## src/rtl/aes_uart_pkg.sv

```systemverilog
// Shared types and constants for the AES-over-UART receive path.
package aes_uart_pkg;

  localparam int unsigned PAYLOAD_W = 112;
  localparam int unsigned FRAME_W   = 128;

  localparam int unsigned FRAME_BYTES_DEF = 16;
  localparam int unsigned CRC_WAIT_DEF    = 8;
  localparam int unsigned GAP_TIMEOUT_DEF = 1024;

  typedef enum logic [1:0] {
    StIdle    = 2'd0,
    StCollect = 2'd1,
    StCheck   = 2'd2,
    StOut     = 2'd3
  } rx_ctrl_state_t;

endpackage

```

## src/rtl/rx_frame_ctrl_if.sv

```systemverilog
// Signal bundle between rx_frame_ctrl and its byte source, frame receiver and AES core.
// err_cnt exists only when RX_ERR_CNT_EN is defined.
interface rx_frame_ctrl_if;
  import aes_uart_pkg::*;

  logic                 byte_valid;
  logic [7:0]           byte_in;
  logic [7:0]           rx_byte;
  logic                 rx_shift;
  logic                 crc_en;
  logic                 rx_valid;
  logic [PAYLOAD_W-1:0] rx_data;
  logic                 aes_valid;
  logic [PAYLOAD_W-1:0] aes_data;
  logic                 aes_ready;
  logic                 busy;
  logic                 frame_err;
`ifdef RX_ERR_CNT_EN
  logic [7:0]           err_cnt;
`endif

  modport master (
`ifdef RX_ERR_CNT_EN
    output err_cnt,
`endif
    input  byte_valid, byte_in, rx_valid, rx_data, aes_ready,
    output rx_byte, rx_shift, crc_en, aes_valid, aes_data, busy, frame_err
  );

  modport slave (
`ifdef RX_ERR_CNT_EN
    input  err_cnt,
`endif
    output byte_valid, byte_in, rx_valid, rx_data, aes_ready,
    input  rx_byte, rx_shift, crc_en, aes_valid, aes_data, busy, frame_err
  );

endinterface

```

## src/rtl/rx_timeout_cnt.sv

```systemverilog
// Loadable saturating down-counter; o_expire flags that the next enabled cycle is the last one.
module rx_timeout_cnt #(
  parameter int unsigned WIDTH = 4
) (
  input  logic             i_clk,
  input  logic             i_reset,
  input  logic             i_load,
  input  logic [WIDTH-1:0] i_load_val,
  input  logic             i_en,
  output logic             o_expire
);

  logic [WIDTH-1:0] r_cnt;

  always_ff @(posedge i_clk or negedge i_reset) begin
    if (!i_reset) begin
      r_cnt <= '0;
    end else if (i_load) begin
      r_cnt <= i_load_val;
    end else if (i_en && (r_cnt != '0)) begin
      r_cnt <= r_cnt - WIDTH'(1);
    end
  end

  assign o_expire = (r_cnt == WIDTH'(1));

endmodule

```

## src/rtl/rx_frame_ctrl.sv

```systemverilog
// UART receive sequencer: shifts one frame into the receiver, waits for CRC, hands payload to AES.
// Optional saturating error counter enabled by RX_ERR_CNT_EN.
module rx_frame_ctrl
  import aes_uart_pkg::*;
#(
  parameter int unsigned FRAME_BYTES = FRAME_BYTES_DEF,
  parameter int unsigned CRC_WAIT    = CRC_WAIT_DEF,
  parameter int unsigned GAP_TIMEOUT = GAP_TIMEOUT_DEF
) (
  input  logic            i_clk,
  input  logic            i_reset,
  rx_frame_ctrl_if.master io_bus
);

  localparam int unsigned ByteW = $clog2(FRAME_BYTES + 1);
  localparam int unsigned GapW  = $clog2(GAP_TIMEOUT + 1);
  localparam int unsigned WaitW = $clog2(CRC_WAIT + 1);

  localparam logic [ByteW-1:0] ByteLast = ByteW'(FRAME_BYTES);

  rx_ctrl_state_t       r_state, w_state_d;
  logic [ByteW-1:0]     r_byte_cnt, w_byte_cnt_d;
  logic                 w_accept, w_gap_en, w_gap_exp, w_gap_abort;
  logic                 w_wait_load, w_wait_en, w_wait_exp, w_crc_abort, w_crc_pass;
  logic [7:0]           r_rx_byte;
  logic                 r_rx_shift, r_crc_en, r_aes_valid, r_busy, r_frame_err;
  logic [PAYLOAD_W-1:0] r_aes_data;

  rx_timeout_cnt #(.WIDTH(GapW)) u_gap_cnt (
    .i_clk      (i_clk),
    .i_reset    (i_reset),
    .i_load     (w_accept),
    .i_load_val (GapW'(GAP_TIMEOUT)),
    .i_en       (w_gap_en),
    .o_expire   (w_gap_exp)
  );

  rx_timeout_cnt #(.WIDTH(WaitW)) u_wait_cnt (
    .i_clk      (i_clk),
    .i_reset    (i_reset),
    .i_load     (w_wait_load),
    .i_load_val (WaitW'(CRC_WAIT)),
    .i_en       (w_wait_en),
    .o_expire   (w_wait_exp)
  );

  always_comb begin
    w_state_d    = r_state;
    w_byte_cnt_d = r_byte_cnt;
    w_accept     = 1'b0;
    w_gap_en     = 1'b0;
    w_gap_abort  = 1'b0;
    w_wait_load  = 1'b0;
    w_wait_en    = 1'b0;
    w_crc_abort  = 1'b0;
    w_crc_pass   = 1'b0;
    unique case (r_state)
      StIdle: begin
        if (io_bus.byte_valid) begin
          w_accept     = 1'b1;
          w_byte_cnt_d = ByteW'(1);
          w_state_d    = StCollect;
        end
      end
      StCollect: begin
        // The frame is complete one cycle before CHECK; a byte arriving here is dropped.
        if (r_byte_cnt == ByteLast) begin
          w_wait_load  = 1'b1;
          w_byte_cnt_d = '0;
          w_state_d    = StCheck;
        end else if (io_bus.byte_valid) begin
          w_accept     = 1'b1;
          w_byte_cnt_d = r_byte_cnt + ByteW'(1);
        end else begin
          w_gap_en = 1'b1;
          if (w_gap_exp) begin
            w_gap_abort  = 1'b1;
            w_byte_cnt_d = '0;
            w_state_d    = StIdle;
          end
        end
      end
      StCheck: begin
        w_wait_en = 1'b1;
        if (io_bus.rx_valid) begin
          w_crc_pass = 1'b1;
          w_state_d  = StOut;
        end else if (w_wait_exp) begin
          w_crc_abort = 1'b1;
          w_state_d   = StIdle;
        end
      end
      StOut: begin
        if (io_bus.aes_ready) w_state_d = StIdle;
      end
      default: w_state_d = StIdle;
    endcase
  end

  always_ff @(posedge i_clk or negedge i_reset) begin
    if (!i_reset) begin
      r_state     <= StIdle;
      r_byte_cnt  <= '0;
      r_rx_byte   <= '0;
      r_rx_shift  <= 1'b0;
      r_crc_en    <= 1'b0;
      r_aes_valid <= 1'b0;
      r_aes_data  <= '0;
      r_busy      <= 1'b0;
      r_frame_err <= 1'b0;
    end else begin
      r_state     <= w_state_d;
      r_byte_cnt  <= w_byte_cnt_d;
      r_rx_shift  <= w_accept;
      r_crc_en    <= (w_state_d == StCheck);
      r_aes_valid <= (w_state_d == StOut);
      r_busy      <= (w_state_d != StIdle);
      r_frame_err <= w_gap_abort | w_crc_abort;
      if (w_accept)   r_rx_byte  <= io_bus.byte_in;
      if (w_crc_pass) r_aes_data <= io_bus.rx_data;
    end
  end

  assign io_bus.rx_byte   = r_rx_byte;
  assign io_bus.rx_shift  = r_rx_shift;
  assign io_bus.crc_en    = r_crc_en;
  assign io_bus.aes_valid = r_aes_valid;
  assign io_bus.aes_data  = r_aes_data;
  assign io_bus.busy      = r_busy;
  assign io_bus.frame_err = r_frame_err;

`ifdef RX_ERR_CNT_EN
  logic [7:0] r_err_cnt;
  logic       w_err_evt;

  // Any byte not forwarded while busy is a drop; coincident events count once.
  assign w_err_evt = w_gap_abort | w_crc_abort | (io_bus.byte_valid & ~w_accept);

  always_ff @(posedge i_clk or negedge i_reset) begin
    if (!i_reset) begin
      r_err_cnt <= '0;
    end else if (w_err_evt && (r_err_cnt != 8'hFF)) begin
      r_err_cnt <= r_err_cnt + 8'd1;
    end
  end

  assign io_bus.err_cnt = r_err_cnt;
`endif

endmodule
```

## src/flat_wrapper.sv

```systemverilog
// flat-port wrapper written by rule: the top's interface ports become plain ports
module rx_frame_ctrl_flat import aes_uart_pkg::*;
#(
  parameter int unsigned FRAME_BYTES = FRAME_BYTES_DEF,
  parameter int unsigned CRC_WAIT    = CRC_WAIT_DEF,
  parameter int unsigned GAP_TIMEOUT = GAP_TIMEOUT_DEF
)
  (i_clk, i_reset, io_bus_byte_valid, io_bus_byte_in, io_bus_rx_valid, io_bus_rx_data, io_bus_aes_ready, io_bus_rx_byte, io_bus_rx_shift, io_bus_crc_en, io_bus_aes_valid, io_bus_aes_data, io_bus_busy, io_bus_frame_err);
  rx_frame_ctrl_if io_bus_i ();
  input  logic i_clk;
  input  logic i_reset;
  input wire logic [$bits(io_bus_i.byte_valid)-1:0] io_bus_byte_valid;
  input wire logic [$bits(io_bus_i.byte_in)-1:0] io_bus_byte_in;
  input wire logic [$bits(io_bus_i.rx_valid)-1:0] io_bus_rx_valid;
  input wire logic [$bits(io_bus_i.rx_data)-1:0] io_bus_rx_data;
  input wire logic [$bits(io_bus_i.aes_ready)-1:0] io_bus_aes_ready;
  output wire logic [$bits(io_bus_i.rx_byte)-1:0] io_bus_rx_byte;
  output wire logic [$bits(io_bus_i.rx_shift)-1:0] io_bus_rx_shift;
  output wire logic [$bits(io_bus_i.crc_en)-1:0] io_bus_crc_en;
  output wire logic [$bits(io_bus_i.aes_valid)-1:0] io_bus_aes_valid;
  output wire logic [$bits(io_bus_i.aes_data)-1:0] io_bus_aes_data;
  output wire logic [$bits(io_bus_i.busy)-1:0] io_bus_busy;
  output wire logic [$bits(io_bus_i.frame_err)-1:0] io_bus_frame_err;
  assign io_bus_i.byte_valid = io_bus_byte_valid;
  assign io_bus_i.byte_in = io_bus_byte_in;
  assign io_bus_i.rx_valid = io_bus_rx_valid;
  assign io_bus_i.rx_data = io_bus_rx_data;
  assign io_bus_i.aes_ready = io_bus_aes_ready;
  assign io_bus_rx_byte = io_bus_i.rx_byte;
  assign io_bus_rx_shift = io_bus_i.rx_shift;
  assign io_bus_crc_en = io_bus_i.crc_en;
  assign io_bus_aes_valid = io_bus_i.aes_valid;
  assign io_bus_aes_data = io_bus_i.aes_data;
  assign io_bus_busy = io_bus_i.busy;
  assign io_bus_frame_err = io_bus_i.frame_err;
  rx_frame_ctrl #(.FRAME_BYTES(FRAME_BYTES), .CRC_WAIT(CRC_WAIT), .GAP_TIMEOUT(GAP_TIMEOUT)) u_core (.i_clk(i_clk), .i_reset(i_reset), .io_bus(io_bus_i));
endmodule
```

## config.mk

```make
export PLATFORM = sky130hd
export DESIGN_NAME = rx_frame_ctrl_flat
export DESIGN_NICKNAME = d
export VERILOG_FILES = /design/src/rtl/aes_uart_pkg.sv /design/src/rtl/rx_frame_ctrl_if.sv /design/src/rtl/rx_timeout_cnt.sv /design/src/rtl/rx_frame_ctrl.sv /design/src/flat_wrapper.sv
export SDC_FILE = /design/constraint.sdc
export NUM_CORES = 1
export LEC_CHECK = 0
export CAP_MARGIN = 20
export CORE_UTILIZATION = 30
export DETAILED_ROUTE_END_ITERATION = 8
export HOLD_SLACK_MARGIN = 0.08
export PLACE_DENSITY_LB_ADDON = 0.12
export SLEW_MARGIN = 20
export SYNTH_ARGS = -nofsm -noshare
export SYNTH_HDL_FRONTEND = slang
export SYNTH_SLANG_ARGS = --single-unit
```

## constraint.sdc

```tcl
create_clock -name i_clk -period 1.9 [get_ports i_clk]
set_clock_uncertainty 0.05 [all_clocks]
set_input_delay 0.475 -clock i_clk [delete_from_list [all_inputs] [get_ports i_clk]]
set_output_delay 0.475 -clock i_clk [all_outputs]
set_load 0.05 [all_outputs]
```

==> impl_metrics.yaml, run 1 <==
sta:
  hold_viol_final: 0
  min_period_over_period_pct: 96.21
  maxSlewViolCount: 0
  finalCriticalPeriod_ns: 1.828
  holdWs_ns: 0.4225
  slew_headroom_pct: 70.84
  finalSetupViolCount: 0
  fmax_mhz: 547.0
  worst_slew_pin_slew_ns: 0.4375
  setup_ws_ns: 0.07194
worst_setup_path:
  rr_worst_depth: 4
  criticalPathCategory: "flop to flop"
  critPathTopFamily: "compound AO/OA/AOI/OAI gates"
  r2r_slack_ns: 0.07
  path_max_fanout: 4
  worstReg2RegStart: "u_core.u_gap_cnt.r_cnt[5]"
  worstReg2RegEnd: "u_core.r_byte_cnt[4]"
  worstPathCellList: "nor4_4 -> nand4b_4 -> a311o_1 -> a22o_1"
  cp-start-kind: "flop"
  cp_data_required_time_ns: 2.14
  cp_slowest_stage_delay_ns: 0.43
  critPathLaunch: "u_core.u_gap_cnt.r_cnt[5]"
  cpMaxStageDelayCell: "dfrtp_1"
  critPathCaptureType: "flop"
  arrival_ns: 2.07
  crit_buf_inv: 0
cts:
  cts_buffers: 17
  cts_tree: "yes"
  numClockSinks: 147
  cts-root-buf: "clkbuf_16"
  clkTransAtPathRegs_ns: 0.06
  clk_latency_ns: 0.41
  clock_path_buffers: 2
  h-tree-depth: 4
synth:
  synthSimpleGateAreaFrac_pct: 8.001
  ys_seq_area_share_pct: 61.42
  syn-num-nets: 565
  synth_cell_types: 51
  synth_compound_area_share_pct: 3.572
  synth_ff_type: "dfrtp_1"
  syn_avg_cell_area_sq_um: 13.83
  synth.most_common_cell: "dfrtp_1"
  synthArstFlopShare_pct: 100.0
  synthTopCellsByArea: "dfrtp_1 (61%), mux2_1 (17%), mux2_2 (4.1%)"
  yosys_register_bits: 147
  synth_common_cells: "dfrtp_1 (147), mux2_1 (90), nand2_1 (34)"
  synth_top_family_by_area: "multiplexers"
  mappedNetlistArea_sq_um: 5989
  synthAdderAreaFrac_pct: 1.462
  syn_inst: 433
  synth_edf_count: 0
  synth.area.mux_share_pct: 22.39
  synth_top_area_share_pct: 61.42
  yosys.area.top_type: "dfrtp_1"
  synth_xor_area_share_pct: 0.7311
  yosys_warnings: 0
global_route:
  grt_max_degree: 45
  grt_pass1_vias: 4616
  antenna_found_initial: 0
  grt_usage_pct: 16.09
  grt_overflow: 0
  grt_first_pass_wirelength_microns: 24820
floorplanning:
  fp.dieW_microns: 143.3
  ioPinCount: 250
  initial_core_util_pct: 30.67
  dieArea_sq_um: 20530
  core_area_sq_um: 19530
  die_h_microns: 143.3
  row_count: 51
placement:
  hpwl_microns: 12280
  port_buffers: 249
  pre_cts_ws_ns: -0.2460
  dp.cells: 962
  place.gp.congestion: 0.8512
finish:
  final_cell_count_no_fill: 999
  syn_to_final_growth_pct: 56.24
  antenna_cells: 0
  nets: 853
  final.fill_count: 1813
  drive_above_1_share_pct: 30.65
routing:
  drt_first_pass_iters: 4
  wl_per_cell_microns: 16.24
  routed_wl_microns: 16220
  drt_iter0_drc: 173
  vias_per_cell: 4.517
  drt.antenna.violating_nets: 0
  num_vias: 4512
  drc: 0
status:
  status: "completed"
pwr:
  p_leak_nw: 4.258
  vdd_drop_max_uv: 854.8
  p_per_area_nw_per_um2: 2104
worst_hold_path:
  hp-class: "input pin to async pin"
flow_run:
  max-cap-violations: 0
sequential cells by signal (all words and copies together) (netlist names):
signal                   flops
u_core.io_bus.aes_valid      1
u_core.u_wait_cnt.r_cnt      4
u_core.io_bus.rx_byte        8
u_core.io_bus.rx_shift       1
u_core.io_bus.frame_err      1
u_core.io_bus.aes_data     112
u_core.io_bus.crc_en         1
u_core.u_gap_cnt.r_cnt      11
u_core.io_bus.busy           1
u_core.r_byte_cnt            5
u_core.r_state               2
layer usage:
metal / GRT usage (%) / share of wire, % / vias to the layer above
met5: 0 / 0 / -
met3: 5.465 / 8.1 / 20
li1: - / - / 2097
met2: 27.45 / 49 / 176
met1: 18.93 / 41 / 2219
met4: 5.375 / 1.8 / 0
stage by stage:
step	total power, mW	utilization [%]	TNS (ns)	cell area, sq um
finish	19.69	47.92	0	9358
global route	20.74	47.92	-0.007295	9358
CTS	19.77	47.67	0	9309
detailed placement	16.44	44.71	-13.16	8731
global placement	16.26	44.71	-10.03	8731
floorplan	12.70	-	0	5989
placed cells by master (no fill, tap or decap), types with 3 or more instances in the layout:
master and n:
nand3_1 7, inv_1 12, nor2_1 16, o21ai_0 5, clkdlybuf4s50_1 123, ha_1 7, clkinv_2 4, clkinv_4 3
mux2i_1 8, a31oi_1 3, a21oi_1 6, mux2_1 90, or4_1 3, xnor2_1 5, nand2_1 34, o21ai_1 3
clkbuf_16 17, dfrtp_1 147, clkbuf_1 3, nor3_1 4, buf_12 4, nand2b_1 3, nor2b_1 3, mux2_2 22
buf_4 158
layout make-up:
cell class / count / area (sq um) / share of cell area [%]
clock buffers: 20 / 436.7 / 4.666
clock inverters: 12 / 131.4 / 1.404
inverters: 15 / 56.30 / 0.6017
multi-input cells: 252 / 2193 / 23.44
flip-flops and latches: 147 / 3679 / 39.31
well taps: 265 / 331.6 / 3.543
repair buffers: 288 / 2530 / 27.04
power breakdown:
| part | internal, mW | switching [mW] | total [mW] | leakage, nW |
|---|---|---|---|---|
| Sequential | 4.68 | 0.871 | 5.55 | 1.77 |
| Combinational | 3.75 | 7.15 | 10.9 | 2.21 |
| Clock | 1.94 | 1.31 | 3.25 | 0.279 |
| Total | 10.4 | 9.33 | 19.7 | 4.26 |
how the worst max path moves through the flow:
stage	slack, ns	cells after the start	endpoint
4_1_cts	0.03	8	u_core.u_gap_cnt.r_cnt[6]
5_1_grt	-0.007	6	u_core.u_gap_cnt.r_cnt[1]
3_5_place_dp	-0.25	5	u_core.io_bus.busy
2_1_floorplan	0.10	4	u_core.r_byte_cnt[4]
6_report	0.07	4	u_core.r_byte_cnt[4]
3_3_place_gp	-0.19	5	u_core.io_bus.busy
what timing repair did:
| action | 4_1_cts | 5_1_grt |
|---|---|---|
| hold endpoints to repair | 11 | 0 |
| gates resized for setup | 0 | 5 |
| endpoints found under the setup margin | 0 | 21 |
| hold buffers | 1 | 0 |
| setup buffers | 0 | 4 |
logic make-up after synthesis:
logic type / Yosys count
flops: 147
buf+inv: 34
simple gates: 88
compound gates: 32
fa+ha+maj: 7
xor+xnor: 5
mux: 120
No activity file was read; power rests on OpenSTA's default activity.
==> run 2, diff against run 1 <==
--- a/config.mk
+++ b/config.mk
@@ -13,4 +13,5 @@
 export SLEW_MARGIN = 20
 export SYNTH_ARGS = -nofsm -noshare
 export SYNTH_HDL_FRONTEND = slang
+export SYNTH_HIERARCHICAL = 1
 export SYNTH_SLANG_ARGS = --single-unit
==> impl_metrics.yaml, run 2 <==
status:
  violations: "setup timing"
  status: "finished with violations"
placement:
  hpwl_microns: 12060
  port_buffers: 249
  place.gp.congestion: 0.8513
worst_setup_path:
  cpMaxStageDelayCell: "dfrtp_1"
  worstPathCellList: "inv_2 -> ha_4 -> and4bb_2 -> nor3_4 -> nand4bb_1 -> or3_1 -> or3b_1 -> a21oi_1"
  cp_slowest_stage_delay_ns: 0.36
  cp_data_required_time_ns: 2.19
  path_max_fanout: 2
  r2r_slack_ns: -0.23
  criticalPathCategory: "flop to flop"
  critPathCaptureType: "flop"
  arrival_ns: 2.42
  cp-start-kind: "flop"
cts:
  clkTransAtPathRegs_ns: 0.06
  numClockSinks: 147
  clock_path_buffers: 2
  clk_latency_ns: 0.41
  cts_tree: "yes"
  h-tree-depth: 4
  cts_buffers: 17
  cts-root-buf: "clkbuf_16"
routing:
  wl_per_cell_microns: 16.15
  wl_met3_microns: 1376
  num_vias: 4619
  met1_length_microns: 6735
  routed_wl_microns: 16770
  vias_per_cell: 4.450
  drt_iter0_drc: 166
  drt.antenna.violating_nets: 0
  drc: 0
  drt_first_pass_iters: 4
  dr_wl_met2_microns: 8309
  route.top_layer_used: "met4"
global_route:
  grt_first_pass_wirelength_microns: 24220
  grt_pass1_vias: 4628
  grt_max_degree: 44
  antenna_found_initial: 0
  grt_usage_pct: 15.27
  grt_overflow: 0
finish:
  layout_common_cells: "buf_4 (174), dfrtp_1 (147), clkdlybuf4s50_1 (123), mux2_2 (114), clkbuf_16 (19)"
  antenna_cells: 0
  nets: 892
  largest_register_ffs: 112
  drive_above_1_share_pct: 48.64
  syn_to_final_growth_pct: 62.68
  mostFrequentLayoutCell: "buf_4"
sta:
  rsz0062_at_grt: "true"
  min_period_over_period_pct: 112.1
  finalCriticalPeriod_ns: 2.130
  fmax_mhz: 469.4
  fin_tns_setup_ns: -1.845
  setup_ws_ns: -0.2304
  finalSetupViolCount: 19
  hold_viol_final: 0
  maxSlewViolCount: 0
  holdWs_ns: 0.4549
synth:
  synth.most_common_cell: "dfrtp_1"
  mappedNetlistArea_sq_um: 6118
  synth_edf_count: 0
  ys_seq_area_share_pct: 60.12
  synthTopCellsByArea: "dfrtp_1 (60%), mux2_2 (22%), buf_6 (1.7%)"
  synth_top_area_share_pct: 60.12
  syn_avg_cell_area_sq_um: 14.16
  yosys_warnings: 6
  synthArstFlopShare_pct: 100.0
  yosys_register_bits: 147
  synth_cell_types: 52
  synth_ff_type: "dfrtp_1"
  yosys.area.top_type: "dfrtp_1"
  syn_inst: 432
  synth_common_cells: "dfrtp_1 (147), mux2_2 (121), nand2_1 (18)"
floorplanning:
  core_area_sq_um: 19720
  initial_core_util_pct: 31.03
  die_h_microns: 144.8
  ioPinCount: 250
  fp.dieW_microns: 144.8
  row_count: 51
  dieArea_sq_um: 20970
pwr:
  p_leak_nw: 4.645
  p_per_area_nw_per_um2: 1870
  vdd_drop_max_uv: 998.6
flow_run:
  max-cap-violations: 0
worst_hold_path:
  hp-class: "flop to flop"
-- run 2: cell count changes after synthesis, moves of 4 or more --
| cell | previous run | this run |
|---|---|---|
| nand2_1 | 34 | 18 |
| buf_2 | 11 | 3 |
| nor2_1 | 16 | 5 |
| mux2_2 | 22 | 121 |
| buf_6 | 0 | 9 |
| o21ai_0 | 5 | 9 |
| a21oi_1 | 6 | 13 |
| nor2b_1 | 3 | 8 |
| mux2_1 | 90 | 0 |
-- run 2: per-stage QoR --
step	util, %	cells	power, mW	cell area [sq um]	setup WS (ns)
after floorplan	-	445	11.62	6215	-0.3171
after global placement	45.83	988	14.85	9037	-0.3959
after detailed placement	45.83	988	14.99	9037	-0.4706
after CTS	49.29	1026	18.53	9719	-0.1839
after global routing	50.48	1038	19.52	9953	-0.3025
final	50.48	1038	18.61	9953	-0.2304
-- run 2: layout make-up --
type,count,area (sq um)
well taps,265,331.6
clock inverters,14,156.4
inverters,13,51.30
flip-flops and latches,147,3679
clock buffers,17,425.4
repair buffers,315,2836
fillers,1718,9764
multi-input cells,267,2474
-- run 2: logic make-up after synthesis --
family,synth area share (%)
buf+inv,3.190
flops,60.12
other cells,0.1227
simple gates,6.851
compound gates,5.113
fa+ha+maj,1.227
xor+xnor,0.2864
mux,23.09
-- run 2: timing repair --
item / in CTS / in global routing
hold endpoints to repair: 37 / 0
pin swaps: 8 / 3
buffers inserted: 6 / 10
hold buffers: 1 / 0
cloned: 0 / 3
gates resized for setup: 10 / 29
endpoints found under the setup margin: 18 / 27
-- run 2: worst max-delay path, delay by kind of cell (launching register included) --
kind	cells	cell delay (ns)
compound gates	1	0.12
fa+ha+maj	1	0.15
buf+inv	1	0.06
flops	1	0.36
simple gates	5	1.30
-- run 2: worst paths after layout --
path,cells after the start,start,endpoint
max in group asynchronous,3,i_reset,u_core/io_bus.aes_data[26]
setup reg to reg,8,u_core/r_byte_cnt[0],u_core/u_gap_cnt/r_cnt[8]
hold reg to reg,1,u_core/io_bus.aes_data[43],u_core/io_bus.aes_data[43]
hold / removal,1,u_core/io_bus.aes_data[43],u_core/io_bus.aes_data[43]
min in group asynchronous,2,i_reset,u_core/io_bus.aes_data[3]
setup / recovery,8,u_core/r_byte_cnt[0],u_core/u_gap_cnt/r_cnt[8]
-- run 2: routing by layer --
| metal | track usage [%] | up-vias |
|---|---|---|
| li1 | - | 2178 |
| met4 | 6.205 | 0 |
| met3 | 4.673 | 25 |
| met2 | 25.68 | 177 |
| met5 | 0 | - |
| met1 | 18.11 | 2239 |
-- run 2: power breakdown --
group          internal (mW)  total, mW  switching [mW]
Sequential              4.56       5.40           0.841
Combinational           3.62       9.90            6.28
Clock                   1.95       3.31            1.37
Total                   10.1       18.6            8.48
==> run 3, diff against run 2 <==
--- a/config.mk
+++ b/config.mk
@@ -6,7 +6,7 @@
 export NUM_CORES = 1
 export LEC_CHECK = 0
 export CAP_MARGIN = 20
-export CORE_UTILIZATION = 30
+export CORE_UTILIZATION = 39
 export DETAILED_ROUTE_END_ITERATION = 8
 export HOLD_SLACK_MARGIN = 0.08
 export PLACE_DENSITY_LB_ADDON = 0.12
==> impl_metrics.yaml, run 3 (synthesis gave the netlist of run 2 again) <==
status:
  status: "finished with violations"
  violations: "setup timing"
global_route:
  grt_max_degree: 38
  grt_first_pass_wirelength_microns: 25580
  grt_pass1_vias: 4833
  grt_usage_pct: 20.59
  antenna_found_initial: 0
  grt_overflow: 0
finish:
  final_cell_count_no_fill: 990
  ff_latch_area_sq_um: 3679
  mostFrequentLayoutCell: "buf_4"
  drive_above_1_share_pct: 48.65
  largest_register_ffs: 112
  fin_util_pct: 65.16
  antenna_cells: 0
  multi_input_area_sq_um: 2481
  layout_common_cells: "buf_4 (171), dfrtp_1 (147), clkdlybuf4s50_1 (123), mux2_2 (116), buf_6 (20)"
  syn_to_final_growth_pct: 62.49
  nets: 903
  final.fill_count: 1150
cts:
  h-tree-depth: 4
  clkTransAtPathRegs_ns: 0.06
  cts-root-buf: "clkbuf_16"
  clock_path_buffers: 2
  cts_buffers: 17
  clk_latency_ns: 0.41
  numClockSinks: 147
  cts_tree: "yes"
worst_setup_path:
  cp-start-kind: "flop"
  cp_slowest_stage_delay_ns: 0.37
  path_max_fanout: 2
  r2r_slack_ns: -0.20
  cp_data_required_time_ns: 2.19
  arrival_ns: 2.38
  criticalPathCategory: "flop to flop"
  critPathCaptureType: "flop"
  worstPathCellList: "inv_1 -> ha_4 -> and4bb_2 -> nor3_4 -> nand4bb_1 -> or3_1 -> or3b_1 -> a21oi_1"
  cpMaxStageDelayCell: "or3_1"
routing:
  drt_first_pass_iters: 4
  routed_wl_microns: 16220
  wl_per_cell_microns: 16.38
  drt.antenna.violating_nets: 0
  drt_iter0_drc: 137
  vias_per_cell: 4.768
  drc: 0
  num_vias: 4720
placement:
  pre_cts_ws_ns: -0.4229
  port_buffers: 249
  hpwl_microns: 11750
  dp.cells: 932
  place.gp.congestion: 0.8410
floorplanning:
  core_area_sq_um: 15260
  fp.dieW_microns: 127.3
  die_h_microns: 127.3
  row_count: 45
  initial_core_util_pct: 40.10
  ioPinCount: 250
  dieArea_sq_um: 16190
flow_run:
  max-cap-violations: 0
sta:
  rsz0062_at_grt: "true"
  fin_tns_setup_ns: -2.558
  fmax_mhz: 477.1
  finalSetupViolCount: 24
  hold_viol_final: 0
  min_period_over_period_pct: 110.3
  maxSlewViolCount: 0
  finalCriticalPeriod_ns: 2.096
  setup_ws_ns: -0.1960
worst_hold_path:
  hp-class: "flop to flop"
pwr:
  vdd_drop_max_uv: 868.8
  p_per_area_nw_per_um2: 1868
  fin_total_pwr_mw: 18.58
  p_leak_nw: 4.690
## run 3: report_power, final
part / switching, mW / internal [mW] / total, mW
clock: 1.17 / 1.78 / 2.95
sequential: 0.828 / 4.56 / 5.39
combinational: 6.39 / 3.84 / 10.2
total: 8.39 / 10.2 / 18.6
## run 3: per-layer routing
layer  wire length, microns  GRT usage [%]  share of wire, %  up-vias
met4                    277          7.213               1.7        0
met5                      0              0                 0        -
li1                       -              -                 -     2199
met3                   1268          6.951               7.8       26
met2                   8170          34.26                50      178
met1                   6505          24.99                40     2317
## run 3: worst paths after layout
check | start | cells after the start | to
hold reg to reg | u_core/io_bus.aes_data[19] | 1 | u_core/io_bus.aes_data[19]
hold / removal | u_core/io_bus.aes_data[19] | 1 | u_core/io_bus.aes_data[19]
setup / recovery | u_core/r_byte_cnt[1] | 8 | u_core/u_gap_cnt/r_cnt[8]
max in group asynchronous | i_reset | 3 | u_core/u_gap_cnt/r_cnt[4]
min in group asynchronous | i_reset | 2 | u_core/io_bus.aes_data[24]
setup reg to reg | u_core/r_byte_cnt[1] | 8 | u_core/u_gap_cnt/r_cnt[8]
## run 3: final cells by class
type	count	area share, %
timing repair buffer	325	29.68
tap	211	2.655
clock buffer	20	4.493
sequential	147	37.00
inverter	13	0.5160
multi-input combinational	267	24.96
clock inverter	6	0.6292
timing repair inverter	1	0.07551
## run 3: metrics by stage
step	hold slack (ns)	area, sq um
3_5_place_dp	0.3497	8942
2_1_floorplan	0.1294	6215
6_report	0.4552	9942
4_1_cts	0.4571	9682
5_1_grt	0.4655	9942
3_3_place_gp	0.3450	8942
## run 3: worst max-delay path: cells and delay by family, from the launching register on
| kind | cells | cell delay [ns] |
|---|---|---|
| adder cells (fa/ha/maj) | 1 | 0.15 |
| AO/OA/AOI/OAI | 1 | 0.12 |
| buffers and inverters | 1 | 0.07 |
| AND/OR/NAND/NOR | 5 | 1.26 |
| flip-flops | 1 | 0.36 |
## run 3: timing repair
| item | CTS | global route |
|---|---|---|
| cloned | 0 | 2 |
| endpoints found under the hold margin | 29 | 0 |
| buffers inserted | 17 | 23 |
| endpoints found under the setup margin | 19 | 23 |
| pin swaps | 12 | 6 |
| gates resized for setup | 26 | 34 |
| hold buffers | 1 | 0 |
